**src/rtl/fpg8_pkg.sv**
```systemverilog
`default_nettype none
// +----------------------------------------------------------------------------+
// | Module      : fpg8_pkg                                                     |
// | Description : Shared definitions for the serial program loader: frame     |
// |               constants and the loader state encoding.                     |
// | Revision    : 1.0  initial release                                         |
// +----------------------------------------------------------------------------+
package fpg8_pkg;

  // Default frame start marker.
  localparam logic [7:0] C_SYNC_BYTE = 8'hA5;

  // SYNC, LEN_HI and LEN_LO precede the payload.
  localparam int C_HEADER_BYTES = 3;

  typedef enum logic [2:0] {
    ST_IDLE    = 3'd0,
    ST_LEN_HI  = 3'd1,
    ST_LEN_LO  = 3'd2,
    ST_DATA_HI = 3'd3,
    ST_DATA_LO = 3'd4,
    ST_WRITE   = 3'd5,
    ST_CHECK   = 3'd6
  } loader_state_t;

endpackage : fpg8_pkg
`default_nettype wire

```
**src/rtl/uart_rx.sv**
```systemverilog
`default_nettype none
// +----------------------------------------------------------------------------+
// | Module      : uart_rx                                                      |
// | Description : 8N1 UART receiver, LSB first, with a 2-flop input           |
// |               synchroniser and centre-of-bit sampling.                     |
// | Ports       : clk        - system clock                                    |
// |               reset      - asynchronous active-low reset                   |
// |               rx         - serial input, idle high, asynchronous to clk    |
// |               byte_valid - 1-cycle pulse, byte_data holds a good byte      |
// |               byte_data  - last received byte                              |
// |               frame_err  - 1-cycle pulse when the stop bit reads low       |
// | Revision    : 1.0  initial release                                         |
// +----------------------------------------------------------------------------+
module uart_rx #(
  parameter int CLKS_PER_BIT = 104
) (
  input  logic       clk,
  input  logic       reset,
  input  logic       rx,
  output logic       byte_valid,
  output logic [7:0] byte_data,
  output logic       frame_err
);

  localparam int              CNT_W       = $clog2(CLKS_PER_BIT);
  localparam logic [CNT_W-1:0] C_BIT_LAST  = CNT_W'(CLKS_PER_BIT - 1);
  localparam logic [CNT_W-1:0] C_HALF_LAST = CNT_W'(CLKS_PER_BIT / 2 - 1);

  typedef enum logic [2:0] {
    U_IDLE  = 3'd0,
    U_START = 3'd1,
    U_DATA  = 3'd2,
    U_STOP  = 3'd3,
    U_REARM = 3'd4
  } uart_state_t;

  uart_state_t      r_state;
  logic             r_sync1;
  logic             r_sync2;
  logic             r_rx_prev;
  logic [CNT_W-1:0] r_cnt;
  logic [2:0]       r_bit_idx;
  logic [7:0]       r_shift;
  logic             r_byte_valid;
  logic [7:0]       r_byte_data;
  logic             r_frame_err;

  always_ff @(posedge clk or negedge reset) begin
    if (!reset) begin
      r_sync1      <= 1'b1;
      r_sync2      <= 1'b1;
      r_rx_prev    <= 1'b1;
      r_state      <= U_IDLE;
      r_cnt        <= '0;
      r_bit_idx    <= 3'd0;
      r_shift      <= 8'd0;
      r_byte_valid <= 1'b0;
      r_byte_data  <= 8'd0;
      r_frame_err  <= 1'b0;
    end else begin
      r_sync1      <= rx;
      r_sync2      <= r_sync1;
      r_rx_prev    <= r_sync2;
      r_byte_valid <= 1'b0;
      r_frame_err  <= 1'b0;
      case (r_state)
        U_IDLE: begin
          // Start bit: falling edge on the synchronised line.
          if (r_rx_prev && !r_sync2) begin
            r_cnt   <= '0;
            r_state <= U_START;
          end
        end
        U_START: begin
          if (r_cnt == C_HALF_LAST) begin
            r_cnt <= '0;
            // Line back high at mid start bit means a glitch; line is
            // already high so the receiver is re-armed.
            if (r_sync2) begin
              r_state <= U_IDLE;
            end else begin
              r_bit_idx <= 3'd0;
              r_state   <= U_DATA;
            end
          end else begin
            r_cnt <= r_cnt + 1'b1;
          end
        end
        U_DATA: begin
          if (r_cnt == C_BIT_LAST) begin
            r_cnt   <= '0;
            r_shift <= {r_sync2, r_shift[7:1]};
            if (r_bit_idx == 3'd7) begin
              r_state <= U_STOP;
            end else begin
              r_bit_idx <= r_bit_idx + 3'd1;
            end
          end else begin
            r_cnt <= r_cnt + 1'b1;
          end
        end
        U_STOP: begin
          if (r_cnt == C_BIT_LAST) begin
            r_cnt <= '0;
            if (r_sync2) begin
              r_byte_valid <= 1'b1;
              r_byte_data  <= r_shift;
              r_state      <= U_IDLE;
            end else begin
              // Low stop bit: wait for the line to return high before
              // looking for another start edge.
              r_frame_err <= 1'b1;
              r_state     <= U_REARM;
            end
          end else begin
            r_cnt <= r_cnt + 1'b1;
          end
        end
        U_REARM: begin
          if (r_sync2) begin
            r_state <= U_IDLE;
          end
        end
        default: r_state <= U_IDLE;
      endcase
    end
  end

  assign byte_valid = r_byte_valid;
  assign byte_data  = r_byte_data;
  assign frame_err  = r_frame_err;

endmodule : uart_rx
`default_nettype wire

```
**src/rtl/ram_loader.sv**
```systemverilog
`default_nettype none
// +----------------------------------------------------------------------------+
// | Module      : ram_loader                                                   |
// | Description : Serial program loader. Receives a framed image over UART    |
// |               and writes it word by word into the program RAM.            |
// |               Frame: SYNC, LEN_HI, LEN_LO, LEN x (hi, lo), CHK where CHK  |
// |               is the XOR of all payload bytes.                             |
// | Ports       : clk        - free-running system clock                       |
// |               reset      - asynchronous active-low reset                   |
// |               rx         - UART receive line (8N1, idle high)              |
// |               ram_w_en   - 1-cycle RAM write strobe                        |
// |               ram_addr   - RAM write address                               |
// |               ram_w_data - RAM write data                                  |
// |               busy       - frame in progress (holds the CPU in reset)      |
// |               done       - sticky: last frame loaded, checksum good        |
// |               err        - sticky: last frame aborted                      |
// | Revision    : 1.0  initial release                                         |
// +----------------------------------------------------------------------------+
module ram_loader
  import fpg8_pkg::*;
#(
  parameter int         CLK_HZ     = 12000000,
  parameter int         BAUD       = 115200,
  parameter int         ADDR_WIDTH = 12,
  parameter logic [7:0] SYNC_BYTE  = C_SYNC_BYTE
) (
  input  logic                  clk,
  input  logic                  reset,
  input  logic                  rx,
  output logic                  ram_w_en,
  output logic [ADDR_WIDTH-1:0] ram_addr,
  output logic [15:0]           ram_w_data,
  output logic                  busy,
  output logic                  done,
  output logic                  err
);

  // Must come out at 4 or more for the receiver's half-bit timing.
  localparam int CLKS_PER_BIT = CLK_HZ / BAUD;
  localparam int C_MAX_LEN    = 1 << ADDR_WIDTH;
  // One extra bit so a full-RAM image (2^ADDR_WIDTH words) is representable.
  localparam int REM_W        = ADDR_WIDTH + 1;

  logic       w_byte_valid;
  logic [7:0] w_byte;
  logic       w_frame_err;
  logic [15:0] w_len;

  loader_state_t         r_state;
  logic [7:0]            r_len_hi;
  logic [REM_W-1:0]      r_remaining;
  logic [ADDR_WIDTH-1:0] r_addr;
  logic [15:0]           r_data;
  logic [7:0]            r_chk;
  logic                  r_w_en;
  logic                  r_busy;
  logic                  r_done;
  logic                  r_err;

  uart_rx #(
    .CLKS_PER_BIT (CLKS_PER_BIT)
  ) u_uart_rx (
    .clk        (clk),
    .reset      (reset),
    .rx         (rx),
    .byte_valid (w_byte_valid),
    .byte_data  (w_byte),
    .frame_err  (w_frame_err)
  );

  assign w_len = {r_len_hi, w_byte};

  always_ff @(posedge clk or negedge reset) begin
    if (!reset) begin
      r_state     <= ST_IDLE;
      r_len_hi    <= 8'd0;
      r_remaining <= '0;
      r_addr      <= '0;
      r_data      <= 16'd0;
      r_chk       <= 8'd0;
      r_w_en      <= 1'b0;
      r_busy      <= 1'b0;
      r_done      <= 1'b0;
      r_err       <= 1'b0;
    end else begin
      r_w_en <= 1'b0;
      // A broken byte anywhere inside a frame aborts it; words already
      // written are left in RAM.
      if (w_frame_err && (r_state != ST_IDLE)) begin
        r_err   <= 1'b1;
        r_busy  <= 1'b0;
        r_state <= ST_IDLE;
      end else begin
        case (r_state)
          ST_IDLE: begin
            if (w_byte_valid && (w_byte == SYNC_BYTE)) begin
              r_busy  <= 1'b1;
              r_done  <= 1'b0;
              r_err   <= 1'b0;
              r_addr  <= '0;
              r_chk   <= 8'd0;
              r_state <= ST_LEN_HI;
            end
          end
          ST_LEN_HI: begin
            if (w_byte_valid) begin
              r_len_hi <= w_byte;
              r_state  <= ST_LEN_LO;
            end
          end
          ST_LEN_LO: begin
            if (w_byte_valid) begin
              if (int'(w_len) > C_MAX_LEN) begin
                r_err   <= 1'b1;
                r_busy  <= 1'b0;
                r_state <= ST_IDLE;
              end else if (w_len == 16'd0) begin
                r_state <= ST_CHECK;
              end else begin
                r_remaining <= REM_W'(w_len);
                r_state     <= ST_DATA_HI;
              end
            end
          end
          ST_DATA_HI: begin
            if (w_byte_valid) begin
              r_data[15:8] <= w_byte;
              r_chk        <= r_chk ^ w_byte;
              r_state      <= ST_DATA_LO;
            end
          end
          ST_DATA_LO: begin
            if (w_byte_valid) begin
              r_data[7:0] <= w_byte;
              r_chk       <= r_chk ^ w_byte;
              r_w_en      <= 1'b1;
              r_state     <= ST_WRITE;
            end
          end
          ST_WRITE: begin
            // Strobe is high for exactly this cycle; address advances after
            // it. A full-RAM image wraps the address back to 0 here.
            r_addr      <= r_addr + 1'b1;
            r_remaining <= r_remaining - 1'b1;
            if (r_remaining == REM_W'(1)) begin
              r_state <= ST_CHECK;
            end else begin
              r_state <= ST_DATA_HI;
            end
          end
          ST_CHECK: begin
            if (w_byte_valid) begin
              if (w_byte == r_chk) begin
                r_done <= 1'b1;
              end else begin
                r_err <= 1'b1;
              end
              r_busy  <= 1'b0;
              r_state <= ST_IDLE;
            end
          end
          default: r_state <= ST_IDLE;
        endcase
      end
    end
  end

  assign ram_w_en   = r_w_en;
  assign ram_addr   = r_addr;
  assign ram_w_data = r_data;
  assign busy       = r_busy;
  assign done       = r_done;
  assign err        = r_err;

endmodule : ram_loader
`default_nettype wire

```
**config.mk**
```make
export PLATFORM = sky130hd
export DESIGN_NAME = ram_loader
export DESIGN_NICKNAME = d
export VERILOG_FILES = /design/src/rtl/fpg8_pkg.sv /design/src/rtl/uart_rx.sv /design/src/rtl/ram_loader.sv
export SDC_FILE = /design/constraint.sdc
export NUM_CORES = 1
export LEC_CHECK = 0
export CAP_MARGIN = 20
export CORE_ASPECT_RATIO = 1.75
export CORE_MARGIN = 8
export CORE_UTILIZATION = 46
export CTS_CLUSTER_DIAMETER = 150
export DETAILED_ROUTE_END_ITERATION = 8
export SLEW_MARGIN = 0
export SYNTH_ARGS = -nofsm -noshare
export SYNTH_HDL_FRONTEND = slang
export SYNTH_SLANG_ARGS = --single-unit
```
**constraint.sdc**
```tcl
create_clock -name clk -period 5.55 [get_ports clk]
set_input_delay 0.555 -clock clk [delete_from_list [all_inputs] [get_ports clk]]
set_output_delay 0.555 -clock clk [all_outputs]
set_load 0.02 [all_outputs]
```
==> impl_metrics.ini <==
[status]
outcome = completed

[routing]
ant_nets = 0
viasPerCell = 5.96
finalWirelength_mm = 11.3
vias = 3714
route.detailed.wl_per_inst_um = 18.2
route.detailed.drc = 0
drtPass1Iterations = 4
drtIter0Drc = 233

[cts]
cts.sinks = 98
cts_tree = built
cts_hold_buf = 0
path_clk_slew_ns = 0.07
cts-root-buf = clkbuf_16
post_cts_buffers = 0
post_cts_resized = 0
cts_buffer_depth = 2
htree_levels = 3
insertion_delay_ns = 0.35
cts_buffers = 9

[critical_path]
max_stage_delay_ns = 0.64
arrival_ns = 2.77
crit_buf_inv = 0
cp.required_ns = 5.74
crit_path_top_delay_cell = or4_1
critPathKind = reg -> reg
rrSetupSlack_ns = 2.97
cp_cell_sequence = or4_4 -> or4_1 -> and2_1 -> o21ai_2 -> o21ai_1
worstPathMaxFanout = 10
reg2reg_to = r_chk[3]$_DFFE_PN0P_
end_kind = register
worst_r2r_path_depth = 5
worstReg2RegStart = u_uart_rx.byte_data[3]$_DFFE_PN0P_
cpLargestDelayFamily = simple AND/OR/NAND/NOR gates
worst_setup_path_start_kind = register

[sta]
hold_viol = 0
post-route-period-util_pct = 46.5
rsz0062_at_grt = no
tightest_slew_ns = 1.01
fin_skew_ns = 0.0102
period_needed_ns = 2.58
setup_viol = 0
drv_slew = 0
max_slew_margin_pct = 32.4
tns_ns = 0
clock.fmax_mhz = 388

[global_route]
grt_pass1_wl_mm = 19.1
grt_pass1_vias = 3691
overflow = 0
globalRouteTotalUtil_pct = 16.6
antenna_found_initial = 0
grt_max_degree = 68

[logic_synthesis]
synthCells = 466
synthArstFlopShare_pct = 100
yosysWarnings = 0
yosysSeqAreaShare_pct = 50.2
syn-num-nets = 475
synth_cell_types = 60
synth_edf_count = 0
avgSynthCellArea_um2 = 10.5
netlist_area_um2 = 4890
ys.flop_type = dfrtp_1
synth_seq_cells = 98

[final_layout]
area_growth_pct = 14.9
nets = 497
drive_gt1_share_pct = 18.5
antenna_cells = 0

[placement]
dp_hpwl_mm = 7.91
io_buffers = 34
gp_congestion = 0.843

[floorplanning]
die_h_um = 152
start_util_pct = 46.5
die-area_um2 = 14300
coreArea_um2 = 10500
die_width_um = 93.9
top_level_ports = 35
row_count = 50

[power]
power.leakage_nw = 2.49
vdd_ir_drop_max_v = 0.000287
powerDensity_nw_per_um2 = 279
finalPower_mw = 1.57

[hold_path]
hp-class = in -> async

[flow_run]
cap_violations = 0
[area by class of cell]
class,instances,area [µm²]
fillers,939,4890
inverters,9,33.8
well taps,130,163
repair buffers,39,373
clock inverters,6,87.6
multi-input cells,331,2270
clock buffers,10,239
flip-flops and latches,98,2460
[per-stage QoR]
stage | setup slack (ns) | cell area (µm²) | utilization (%) | hold slack [ns] | cells
global placement | 2.97 | 5290 | 50.3 | 0.346 | 606
floorplan | 3.29 | 4890 | - | 0.259 | 466
detailed placement | 2.97 | 5290 | 50.3 | 0.347 | 606
CTS | 2.95 | 5610 | 53.4 | 0.151 | 622
global route | 2.88 | 5620 | 53.5 | 0.164 | 623
finish | 2.97 | 5620 | 53.5 | 0.130 | 623
[how the worst max path moves through the flow]
| stage | from | endpoint | slack (ns) | cells after the start |
|---|---|---|---|---|
| finish | u_uart_rx.byte_data[3]$_DFFE_PN0P_ | r_chk[3]$_DFFE_PN0P_ | 2.97 | 5 |
| global route | u_uart_rx.byte_data[3]$_DFFE_PN0P_ | r_chk[3]$_DFFE_PN0P_ | 2.88 | 5 |
| global placement | u_uart_rx.byte_data[3]$_DFFE_PN0P_ | r_chk[4]$_DFFE_PN0P_ | 2.97 | 5 |
| floorplan | u_uart_rx.byte_data[1]$_DFFE_PN0P_ | r_chk[0]$_DFFE_PN0P_ | 3.29 | 8 |
| detailed placement | u_uart_rx.byte_data[3]$_DFFE_PN0P_ | r_chk[3]$_DFFE_PN0P_ | 2.97 | 5 |
| CTS | u_uart_rx.byte_data[3]$_DFFE_PN0P_ | r_chk[2]$_DFFE_PN0P_ | 2.95 | 5 |
[Yosys cell counts, drive strengths merged, types with 3 or more instances]
cell type  number  area share (%)
dfrtp          95              49
mux2           42             9.7
nand2          34             2.6
o21ai          34             4.1
nor2           29             2.2
a21oi          21             2.1
clkbuf         21             1.6
nand3          16             1.6
nand2b         15             1.9
a31oi          13             1.7
inv             9            0.69
nand4           9             1.2
nor4            9             1.5
o22ai           8             1.0
xnor2           8             1.4
buf             7             1.1
nor3            7            0.72
or3             7            0.90
ha              6             1.5
and3            5            0.64
xor2            5            0.90
a211oi          4            0.61
a22o            4            0.74
or2             4            0.51
or4             4            0.69
a31o            3            0.54
and2            3            0.38
dfstp           3             1.6
nor3b           3            0.56
o211ai          3            0.46
o31ai           3            0.46
or3b            3            0.54
[routing by layer]
layer | global-route usage [%] | wire, µm | vias up
met3 | 2.81 | 394 | 21
met5 | 0 | 0 | -
met4 | 7.83 | 339 | 0
met1 | 19.3 | 4570 | 1868
met2 | 28.4 | 6040 | 78
li1 | - | - | 1747
[power breakdown]
part           internal, mW  leakage, nW  total [mW]  switching (mW)
clock                 0.409        0.163       0.685           0.276
sequential            0.735         1.35       0.758          0.0228
combinational        0.0496        0.973       0.123          0.0730
[cells by family after synthesis]
kind of cell / synth area share, %
adder cells (fa/ha/maj): 1.54
buffers and inverters: 3.40
multiplexers: 9.88
AO/OA/AOI/OAI: 14.4
flip-flops: 50.2
XOR/XNOR: 2.33
AND/OR/NAND/NOR: 18.2
[worst reg2reg max path: stages (launching register included)]
cell and delay (ns):
dfrtp_1 0.57, or4_4 0.60, or4_1 0.64, and2_1 0.35, o21ai_2 0.19, o21ai_1 0.08
[state kept, by name, summed over array words and instances (netlist names)]
signal,cells
ram_addr,12
u_uart_rx.frame_err,1
u_uart_rx.r_sync2,1
r_chk,8
u_uart_rx.r_sync1,1
r_len_hi,8
ram_w_data,16
r_remaining,13
u_uart_rx.byte_data,8
u_uart_rx.r_shift,8
u_uart_rx.r_bit_idx,3
done,1
u_uart_rx.byte_valid,1
u_uart_rx.r_state,3
r_state,3
ram_w_en,1
err,1
u_uart_rx.r_rx_prev,1
u_uart_rx.r_cnt,7
busy,1
[cells in the final DEF, fill, tap and decap left out, drive strengths merged, types with 8 or more instances in the layout]
cell type / synthesis / layout
dfrtp: 95 / 95
mux2: 42 / 42
nand2: 34 / 34
o21ai: 34 / 34
clkdlybuf4s50: 0 / 33
nor2: 29 / 29
a21oi: 21 / 21
nand3: 16 / 16
nand2b: 15 / 15
a31oi: 13 / 13
inv: 9 / 11
clkbuf: 21 / 11
nand4: 9 / 9
nor4: 9 / 9
o22ai: 8 / 8
xnor2: 8 / 8
Note: power is estimated with default switching activity, not from simulation.
